===== src/rtl/riscv_console.sv =====
// Memory-mapped console for the riscv data bus: TXDATA bytes are queued and sent as 8N1 UART,
// and an EXIT write latches a pass/fail code that is reported on done once the wire is drained.
module riscv_console #(
  parameter logic [31:0] BASE_ADDR  = 32'h1000_0000,
  parameter int unsigned CLK_DIV    = 16,
  parameter int unsigned FIFO_DEPTH = 8
) (
  input  logic        clk,
  input  logic        resetn,
  input  logic        d_valid,
  input  logic        d_we,
  input  logic [31:0] d_addr,
  input  logic [31:0] d_wdata,
  input  logic [3:0]  d_wstrb,
  output logic        d_ready,
  output logic [31:0] d_rdata,
  output logic        tx,
  output logic        done,
  output logic [7:0]  exit_code
);

  localparam int unsigned PTR_W  = $clog2(FIFO_DEPTH);
  localparam int unsigned CNT_W  = PTR_W + 1;
  localparam int unsigned BAUD_W = $clog2(CLK_DIV);

  localparam logic [1:0] REG_TXDATA = 2'd0;
  localparam logic [1:0] REG_STATUS = 2'd1;
  localparam logic [1:0] REG_EXIT   = 2'd2;

  typedef enum logic [1:0] {
    TX_IDLE,
    TX_START,
    TX_DATA,
    TX_STOP
  } txState_e;

  logic              readyQ;
  logic [31:0]       rdataQ, rdataD;
  logic              doneQ, doneD;
  logic              exitSeenQ;
  logic [7:0]        exitCodeQ;

  logic [7:0]        mem [FIFO_DEPTH];
  logic [PTR_W-1:0]  wrPtrQ, rdPtrQ;
  logic [CNT_W-1:0]  countQ, countD;
  logic              fullQ, emptyQ;

  txState_e          stateQ, stateD;
  logic [BAUD_W-1:0] baudQ, baudD;
  logic [2:0]        bitCntQ, bitCntD;
  logic [7:0]        shiftQ, shiftD;
  logic              txQ, txD;

  logic              hit;
  logic [1:0]        regSel;
  logic              txStore;
  logic              accept;
  logic              push;
  logic              pop;
  logic              exitWrite;
  logic              baudEnd;
  logic              txBusy;
  logic [7:0]        countByte;
  logic [31:0]       statusWord;
  logic [31:0]       readData;
  logic              unusedBits;

  assign unusedBits = ^{d_addr[1:0], d_wdata[31:8], d_wstrb[3:1]};

  // A full FIFO stalls only TXDATA stores; every other hit is acked immediately.
  assign hit       = (d_addr[31:4] == BASE_ADDR[31:4]);
  assign regSel    = d_addr[3:2];
  assign txStore   = d_we && (regSel == REG_TXDATA);
  assign accept    = d_valid && hit && !readyQ && !(txStore && fullQ);
  assign push      = accept && txStore && d_wstrb[0];
  assign exitWrite = accept && d_we && (regSel == REG_EXIT) && d_wstrb[0] && !exitSeenQ;
  assign pop       = (stateQ == TX_IDLE) && !emptyQ;

  assign txBusy     = (stateQ != TX_IDLE);
  assign countByte  = 8'(countQ);
  assign statusWord = {16'h0000, countByte, 5'b00000, txBusy, emptyQ, fullQ};

  always_comb begin
    readData = 32'h0000_0000;
    case (regSel)
      REG_STATUS: readData = statusWord;
      REG_EXIT:   readData = {23'h000000, exitSeenQ, exitCodeQ};
      default:    readData = 32'h0000_0000;
    endcase
  end

  always_comb begin
    rdataD = 32'h0000_0000;
    if (accept && !d_we) begin
      rdataD = readData;
    end
  end

  always_ff @(posedge clk or negedge resetn) begin
    if (!resetn) begin
      readyQ    <= 1'b0;
      rdataQ    <= 32'h0000_0000;
      exitSeenQ <= 1'b0;
      exitCodeQ <= 8'h00;
      doneQ     <= 1'b0;
    end else begin
      readyQ <= accept;
      rdataQ <= rdataD;
      doneQ  <= doneD;
      if (exitWrite) begin
        exitSeenQ <= 1'b1;
        exitCodeQ <= d_wdata[7:0];
      end
    end
  end

  // Drained means nothing queued, nothing on the wire and no byte arriving on this edge.
  always_comb begin
    doneD = doneQ;
    if (exitSeenQ && emptyQ && (stateQ == TX_IDLE) && !push) begin
      doneD = 1'b1;
    end
  end

  always_comb begin
    countD = countQ;
    case ({push, pop})
      2'b10:   countD = countQ + CNT_W'(1);
      2'b01:   countD = countQ - CNT_W'(1);
      default: countD = countQ;
    endcase
  end

  always_ff @(posedge clk) begin
    if (push) begin
      mem[wrPtrQ] <= d_wdata[7:0];
    end
  end

  always_ff @(posedge clk or negedge resetn) begin
    if (!resetn) begin
      wrPtrQ <= '0;
      rdPtrQ <= '0;
      countQ <= '0;
      fullQ  <= 1'b0;
      emptyQ <= 1'b1;
    end else begin
      if (push) begin
        wrPtrQ <= wrPtrQ + PTR_W'(1);
      end
      if (pop) begin
        rdPtrQ <= rdPtrQ + PTR_W'(1);
      end
      countQ <= countD;
      fullQ  <= (countD == CNT_W'(FIFO_DEPTH));
      emptyQ <= (countD == '0);
    end
  end

  // tx is registered, so each state drives the level of the bit that starts on its exit edge.
  assign baudEnd = (baudQ == BAUD_W'(CLK_DIV - 1));

  always_comb begin
    stateD  = stateQ;
    baudD   = baudQ;
    bitCntD = bitCntQ;
    shiftD  = shiftQ;
    txD     = txQ;
    case (stateQ)
      TX_IDLE: begin
        txD = 1'b1;
        if (!emptyQ) begin
          stateD = TX_START;
          shiftD = mem[rdPtrQ];
          txD    = 1'b0;
          baudD  = '0;
        end
      end
      TX_START: begin
        if (baudEnd) begin
          stateD  = TX_DATA;
          baudD   = '0;
          bitCntD = 3'd0;
          txD     = shiftQ[0];
        end else begin
          baudD = baudQ + BAUD_W'(1);
        end
      end
      TX_DATA: begin
        if (baudEnd) begin
          baudD = '0;
          if (bitCntQ == 3'd7) begin
            stateD = TX_STOP;
            txD    = 1'b1;
          end else begin
            bitCntD = bitCntQ + 3'd1;
            shiftD  = shiftQ >> 1;
            txD     = shiftQ[1];
          end
        end else begin
          baudD = baudQ + BAUD_W'(1);
        end
      end
      TX_STOP: begin
        txD = 1'b1;
        if (baudEnd) begin
          stateD = TX_IDLE;
          baudD  = '0;
        end else begin
          baudD = baudQ + BAUD_W'(1);
        end
      end
      default: begin
        stateD = TX_IDLE;
        txD    = 1'b1;
      end
    endcase
  end

  always_ff @(posedge clk or negedge resetn) begin
    if (!resetn) begin
      stateQ  <= TX_IDLE;
      baudQ   <= '0;
      bitCntQ <= 3'd0;
      shiftQ  <= 8'h00;
      txQ     <= 1'b1;
    end else begin
      stateQ  <= stateD;
      baudQ   <= baudD;
      bitCntQ <= bitCntD;
      shiftQ  <= shiftD;
      txQ     <= txD;
    end
  end

  assign d_ready   = readyQ;
  assign d_rdata   = rdataQ;
  assign tx        = txQ;
  assign done      = doneQ;
  assign exit_code = exitCodeQ;

endmodule


===== config.mk =====
export PLATFORM = sky130hd
export DESIGN_NAME = riscv_console
export DESIGN_NICKNAME = d
export VERILOG_FILES = /design/src/rtl/riscv_console.sv
export SDC_FILE = /design/constraint.sdc
export NUM_CORES = 1
export LEC_CHECK = 0
export ABC_AREA = 1
export CORE_MARGIN = 2
export CORE_UTILIZATION = 45
export CTS_CLUSTER_SIZE = 25
export DETAILED_ROUTE_END_ITERATION = 16
export PLACE_DENSITY = 0.72
export SLEW_MARGIN = 25
export SYNTH_ARGS = -nofsm -noshare
export SYNTH_HDL_FRONTEND = slang
export SYNTH_SLANG_ARGS = --single-unit
export TNS_END_PERCENT = 30

===== constraint.sdc =====
create_clock -name clk -period 6.05 [get_ports clk]
set_input_delay 1.21 -clock clk [delete_from_list [all_inputs] [get_ports clk]]
set_output_delay 1.21 -clock clk [all_outputs]
set_load 0.005 [all_outputs]

==> run metrics, run 1 <==
worst slew margin relative to its limit=31.9%; I/O pin total=between 100 and 150; clock network latency to the later pin of the worst-skew pair=between 0.4 and 0.5 ns; final estimated routing congestion in global placement=~0.82; Fin Clk Skew=just over 0.007 ns; maximum number of pins on one net before global-route repair=54; Nets=676; critical path class=in2reg; vias in the first global route=~3800; aggregate global-route resource usage=between 10% and 20%; number of buffers created by CTS=17; top area cells in the synthesized netlist=sky130_fd_sc_hd__edfxtp_1 (36%), sky130_fd_sc_hd__dfrtp_1 (24%), sky130_fd_sc_hd__nor2_1 (7.1%); number of H-tree branching levels=4; unrepaired setup endpoints after global routing=no; upper clock frequency limit=approximately 270 MHz; most numerous cell in the Yosys netlist=sky130_fd_sc_hd__nor2_1; CP max FO=8; number of cells produced by synthesis=a little over 500; slew at the pin with the worst max-slew slack=approximately 1.0 ns; data arrival at the endpoint of the critical path=about 4 ns; DP HPWL=roughly 7200 um; Synth-to-Final Area Change=25.0%; Vert. Die Dim=between 100 and 150 um; CTS tree=yes; IR Drop Worst-Case VDD=about 0.00024 V; number of endpoints with negative hold slack in the final report=0; Remaining Overflow, GRT=0; Final Slew Violations=0; Die Footprint=around 13000 um2; Tightest Hold Check Type=reg2reg; violation count after the first detailed-route iteration=between 200 and 250; number of buffers inserted for hold repair after clock tree synthesis=0; count of endpoints failing setup in the final report=0; number of vias after detailed routing=approximately 3800; post-synthesis sequential area ratio=roughly three fifths; Synth warnings=0; largest stage delay on the critical path=~0.48 ns; number of resized instances in the post-cts repair step=0; Filler Cell Count=961; number of antenna violations at the first check in global routing=0; wire length of the first global-routing pass=approximately 18000 um; final std cell area, no fill=6600 um2; sort of element at the end of the critical path=flip-flop; Clock Pin Slew Worst Setup and Hold Paths=around 0.05 ns; Avg Vias per Cell=5.17; Post-synth EDFFs=64; die span in x=112 um; Worst EP required=around 6.4 ns; slack of the critical path=about 2.3 ns; buffer levels on the longest clock path=2; cell type with the highest aggregate area in the netlist=sky130_fd_sc_hd__edfxtp_1; CP dominant cell by count=sky130_fd_sc_hd__ha_1; slowest cell on the critical path=sky130_fd_sc_hd__clkdlybuf4s50_1; main flop type after synthesis=sky130_fd_sc_hd__edfxtp_1; period utilisation layout=61.3%; remaining number of nets flagged by the antenna check after routing=0; minimum hold slack=~0.47 ns; Routed Wire Length=10800 um; startpoint class of the critical path=primary input; Clock Sink Count=about 120; Post-Syn Area=roughly 5300 um2; Tot Pwr=~2.1 mW; power density relative to cell area=around 320 nW/um2; most frequent cells after synthesis=sky130_fd_sc_hd__nor2_1 (100), sky130_fd_sc_hd__nand2_1 (73), sky130_fd_sc_hd__edfxtp_1 (64); leakage power=2.72 nW; share of synthesized flip-flops with an asynchronous set or reset=about 45%; Synth cell types=34; Mapped Avg Cell Area=10.3 um2; min Tclk post-route=approximately 3.7 ns; outcome=finished, final reports clean; pre-CTS worst setup slack=approximately 2.0 ns; Residual DRC=0; Detailed Routing Iterations Pass 1=4; Root Driver=sky130_fd_sc_hd__clkbuf_16; Setup Fix Bufs, Post-CTS=0; area after detailed placement=5980 um2; Rows=39; share of cells above drive strength 1=7.49%; number of input and output port buffers inserted=65; FF+latch count, synth=117; Setup Total Neg Slack=0 ns; top cell type's share of synthesized area=between 30% and 40%; Critical Path, Cell by Cell=clkdlybuf4s50_1 > inv_1 > ha_1 > nand3_1 > nand4_1 > nor2_1 > nand3_2 > ha_1 > fa_1 > xor2_1 > a21boi_0 > nand2_1 > a21oi_1; antenna fix cells=0; final routed wire length divided by cell count=between 10 and 15 um; maxcap violations=0; Placeable Area=approximately 11000 um2; starting density of the core=~46%
worst max-delay path: cells and delay by family:
kind	cells	cell delay, ns
compound gates	2	0.39
simple gates	5	0.75
xor+xnor	1	0.17
buf+inv	2	0.55
fa+ha+maj	3	0.95
layer usage:
| layer | up-vias | global-route usage, % | wire length, um |
|---|---|---|---|
| met5 | - | 0 | 0 |
| met4 | 0 | 8.21 | 334 |
| li1 | 1849 | - | - |
| met1 | 1841 | 21.5 | 4290 |
| met2 | 124 | 32.2 | 5670 |
| met3 | 31 | 5.13 | 514 |
area by class of cell:
type / instances / area [um2] / area share, %
Timing Repair Buffer: 71 / 691 / 10.5
Inverter: 33 / 124 / 1.88
Clock buffer: 18 / 429 / 6.50
Multi-Input combinational cell: 348 / 1740 / 26.4
Sequential cell: 117 / 3250 / 49.3
Tap cell: 143 / 179 / 2.71
Clock inverter: 14 / 185 / 2.81
cells in the final DEF, fill, tap and decap left out, drive strengths merged, types with 4 or more instances in the layout:
cell	netlist	routed
nor2	103	103
nand2	74	74
clkdlybuf4s50	0	64
edfxtp	64	64
o21ai	62	62
dfrtp	51	51
inv	33	33
nand3	25	25
conb	1	20
clkbuf	4	18
ha	15	15
a21oi	10	10
o211ai	7	7
buf	31	7
clkinv	0	6
nor3	5	5
a22oi	5	5
nand4	5	5
xor2	4	4
clkinvlp	0	4
bufinv	0	4
cell families (layout without fill, tap and decap cells):
family	Yosys count	after routing	synth area share, %
buf+inv	68	136	6.78
fa+ha+maj	16	16	3.94
compound gates	89	89	9.34
other cells	1	20	0.0711
flops	117	117	61.6
simple gates	216	216	17.1
xor+xnor	7	7	1.16
report_power, final:
group	leakage, nW	internal [mW]	total (mW)	switching [mW]
Combinational	1.13	0.0676	0.169	0.101
Clock	0.287	0.684	1.03	0.342
Sequential	1.30	0.876	0.893	0.0175
Total	2.72	1.63	2.09	0.461
metrics by stage:
| stage | cells | utilization (%) |
|---|---|---|
| 2_1_floorplan | 533 | - |
| 3_3_place_gp | 712 | 52.4 |
| 3_5_place_dp | 712 | 52.4 |
| 4_1_cts | 744 | 57.8 |
| 5_1_grt | 744 | 57.8 |
| 6_report | 744 | 57.8 |
sequential cells by signal, summed over array words and instances (netlist names), 2 cells and up:
register	cells
countQ	4
bitCntQ	3
wrPtrQ	3
shiftQ	8
rdPtrQ	3
stateQ	2
baudQ	4
d_rdata	12
exit_code	8
mem	64
worst paths after layout:
| path | startpoint | end | slack, ns | depth (start not counted) |
|---|---|---|---|---|
| worst max-delay path | d_addr[2] | fullQ$_DFF_PN0_ | 2.34 | 13 |
| worst min-delay path | done$_DFFE_PN0P_ | done$_DFFE_PN0P_ | 0.47 | 2 |
| worst max register to register | stateQ[1]$_DFFE_PN0P_ | fullQ$_DFF_PN0_ | 3.46 | 10 |
| worst min register to register | done$_DFFE_PN0P_ | done$_DFFE_PN0P_ | 0.47 | 2 |
| max in group asynchronous | resetn | shiftQ[3]$_DFFE_PN0P_ | 4.69 | 2 |
| min in group asynchronous | resetn | countQ[1]$_DFF_PN0_ | 0.91 | 2 |
Note: power is estimated with default switching activity, not from simulation.
==> run 2: changes to the inputs <==
==> constraint.sdc (replaced) <==
create_clock -name clk -period 3.8 [get_ports clk]
set_input_delay 0.76 -clock clk [delete_from_list [all_inputs] [get_ports clk]]
set_output_delay 0.76 -clock clk [all_outputs]
set_load 0.005 [all_outputs]
==> run 2 against run 1 <==
  * Sequential share of layout area increased by 0.075 points
  * Routed wire length decreased by 2.2%
  * Clock skew increased by 0.0018 ns
==> run metrics, run 2 (synthesis gave the netlist of run 1 again) <==
outcome=finished, final reports clean; Biggest register=mem; Rows=39; leakage power=2.73 nW; Root Driver=sky130_fd_sc_hd__clkbuf_16; most frequent cells in the layout=sky130_fd_sc_hd__nor2_1 (100), sky130_fd_sc_hd__nand2_1 (73), sky130_fd_sc_hd__clkdlybuf4s50_1 (64), sky130_fd_sc_hd__edfxtp_1 (64), sky130_fd_sc_hd__o21ai_0 (58); unrepaired setup endpoints after global routing=no; count of endpoints failing setup in the final report=0; number of H-tree branching levels=4; Setup Total Neg Slack=0 ns; number of buffers inserted for hold repair after clock tree synthesis=0; die span in x=about 110 um; Tightest Hold Check Type=in2async; pre-CTS worst setup slack=~0.36 ns; final cell utilization of the core=around 58%; startpoint class of the critical path=primary input; I/O pin total=between 100 and 150; period utilisation layout=between 80% and 90%; power density relative to cell area=around 480 nW/um2; IR Drop Worst-Case VDD=between 0.0002 and 0.0003 V; Placeable Area=approximately 11000 um2; min Tclk post-route=3.06 ns; critical path class=in2reg; number of resized instances in the post-cts repair step=0; Tot Pwr=between 3 and 4 mW; Setup Fix Bufs, Post-CTS=0; CP max FO=4; Final Slew Violations=0; slack of the critical path=roughly 0.74 ns; number of vias after detailed routing=3791; Worst EP required=just over 4 ns; aggregate global-route resource usage=between 10% and 20%; CTS tree=yes; largest stage delay on the critical path=0.49 ns; Synth-to-Final Area Change=24.9%; data arrival at the endpoint of the critical path=3.40 ns; worst slew margin relative to its limit=37.1%; starting density of the core=between 40 and 50%; clock network latency to the later pin of the worst-skew pair=0.41 ns; Critical Path, Cell by Cell=clkdlybuf4s50_1 > inv_1 > ha_1 > nand3_1 > nand4_1 > nor2_1 > nand3_2 > ha_1 > fa_1 > xor2_1 > a21boi_0 > nand2_1 > a21oi_1; Clock Sink Count=about 120; number of antenna violations at the first check in global routing=0; number of input and output port buffers inserted=65; sort of element at the end of the critical path=flip-flop; Residual DRC=0; number of endpoints with negative hold slack in the final report=0; maxcap violations=0; Vert. Die Dim=112 um; Avg Vias per Cell=approximately 5.1; Detailed Routing Iterations Pass 1=5; final routed wire length divided by cell count=14.1 um; antenna fix cells=0; CP dominant cell by count=sky130_fd_sc_hd__ha_1; violation count after the first detailed-route iteration=223; Fin Clk Skew=0.00895 ns; max FFs per register=between 60 and 70; final estimated routing congestion in global placement=slightly above 0.8; commonest non-fill, non-tap cell in the layout=sky130_fd_sc_hd__nor2_1; maximum number of pins on one net before global-route repair=35; slowest cell on the critical path=sky130_fd_sc_hd__clkdlybuf4s50_1; upper clock frequency limit=between 300 and 400 MHz; vias in the first global route=approximately 3700; Die Footprint=around 13000 um2; buffer levels on the longest clock path=2; wire length of the first global-routing pass=17700 um; number of buffers created by CTS=17; Filler Cell Count=~940; remaining number of nets flagged by the antenna check after routing=0; Clock Pin Slew Worst Setup and Hold Paths=roughly 0.05 ns; slew at the pin with the worst max-slew slack=about 0.94 ns; Nets=682; share of cells above drive strength 1=slightly below 9%; Remaining Overflow, GRT=0; DP HPWL=7280 um; Routed Wire Length=between 10000 and 15000 um
-- run 2: cell types whose count changed in the layout (fill, tap and decap cells not counted), sizes merged --
cell / change
clkbuf: -1
inv: +2
bufinv: -3
buf: +6
clkinvlp: -2
clkinv: +4
-- run 2: report_power, final --
group | switching, mW | internal (mW)
logic | 0.159 | 0.108
clock network | 0.571 | 0.899
registers | 0.0268 | 1.39
total | 0.756 | 2.40
-- run 2: metrics by stage --
step | hold WS (ns) | instance area, um2 | instances
after floorplan | 0.450 | 5350 | 533
after global placement | 0.464 | 6030 | 718
after detailed placement | 0.484 | 6030 | 718
after CTS | 0.349 | 6590 | 750
after global routing | 0.389 | 6590 | 750
final | 0.346 | 6590 | 750
-- run 2: cell type report --
cell class                      instances  area [um2]  share of cell area [%]
Inverter                               33         124                    1.88
Sequential cell                       117        3250                    49.3
Tap cell                              143         179                    2.72
Timing Repair Buffer                   77         736                    11.2
Clock inverter                         15         134                    2.03
Clock buffer                           17         425                    6.46
Multi-Input combinational cell        348        1740                    26.4
-- run 2: final timing paths --
check / depth (start not counted) / start / to / slack (ns)
max: 13 / d_addr[2] / fullQ$_DFF_PN0_ / 0.74
min: 1 / resetn / d_rdata[5]$_DFF_PN0_ / 0.35
max reg2reg: 12 / stateQ[1]$_DFFE_PN0P_ / emptyQ$_DFF_PN1_ / 1.24
min reg2reg: 2 / tx$_DFFE_PN1P_ / tx$_DFFE_PN1P_ / 0.48
max in group asynchronous: 2 / resetn / tx$_DFFE_PN1P_ / 2.63
min in group clk: 2 / tx$_DFFE_PN1P_ / tx$_DFFE_PN1P_ / 0.48
-- run 2: per-layer routing --
layer	global-route usage, %	routed length (um)	vias up
met4	6.59	72	0
met5	0	0	-
met1	21.4	4390	1812
met3	5.18	556	4
li1	-	-	1869
met2	31.6	5550	106
-- run 2: critical path: cells and delay by family --
| kind | cells | cell delay, ns |
|---|---|---|
| XOR/XNOR | 1 | 0.17 |
| AND/OR/NAND/NOR | 5 | 0.67 |
| adder cells (fa/ha/maj) | 3 | 0.89 |
| AO/OA/AOI/OAI | 2 | 0.36 |
| buffers and inverters | 2 | 0.56 |
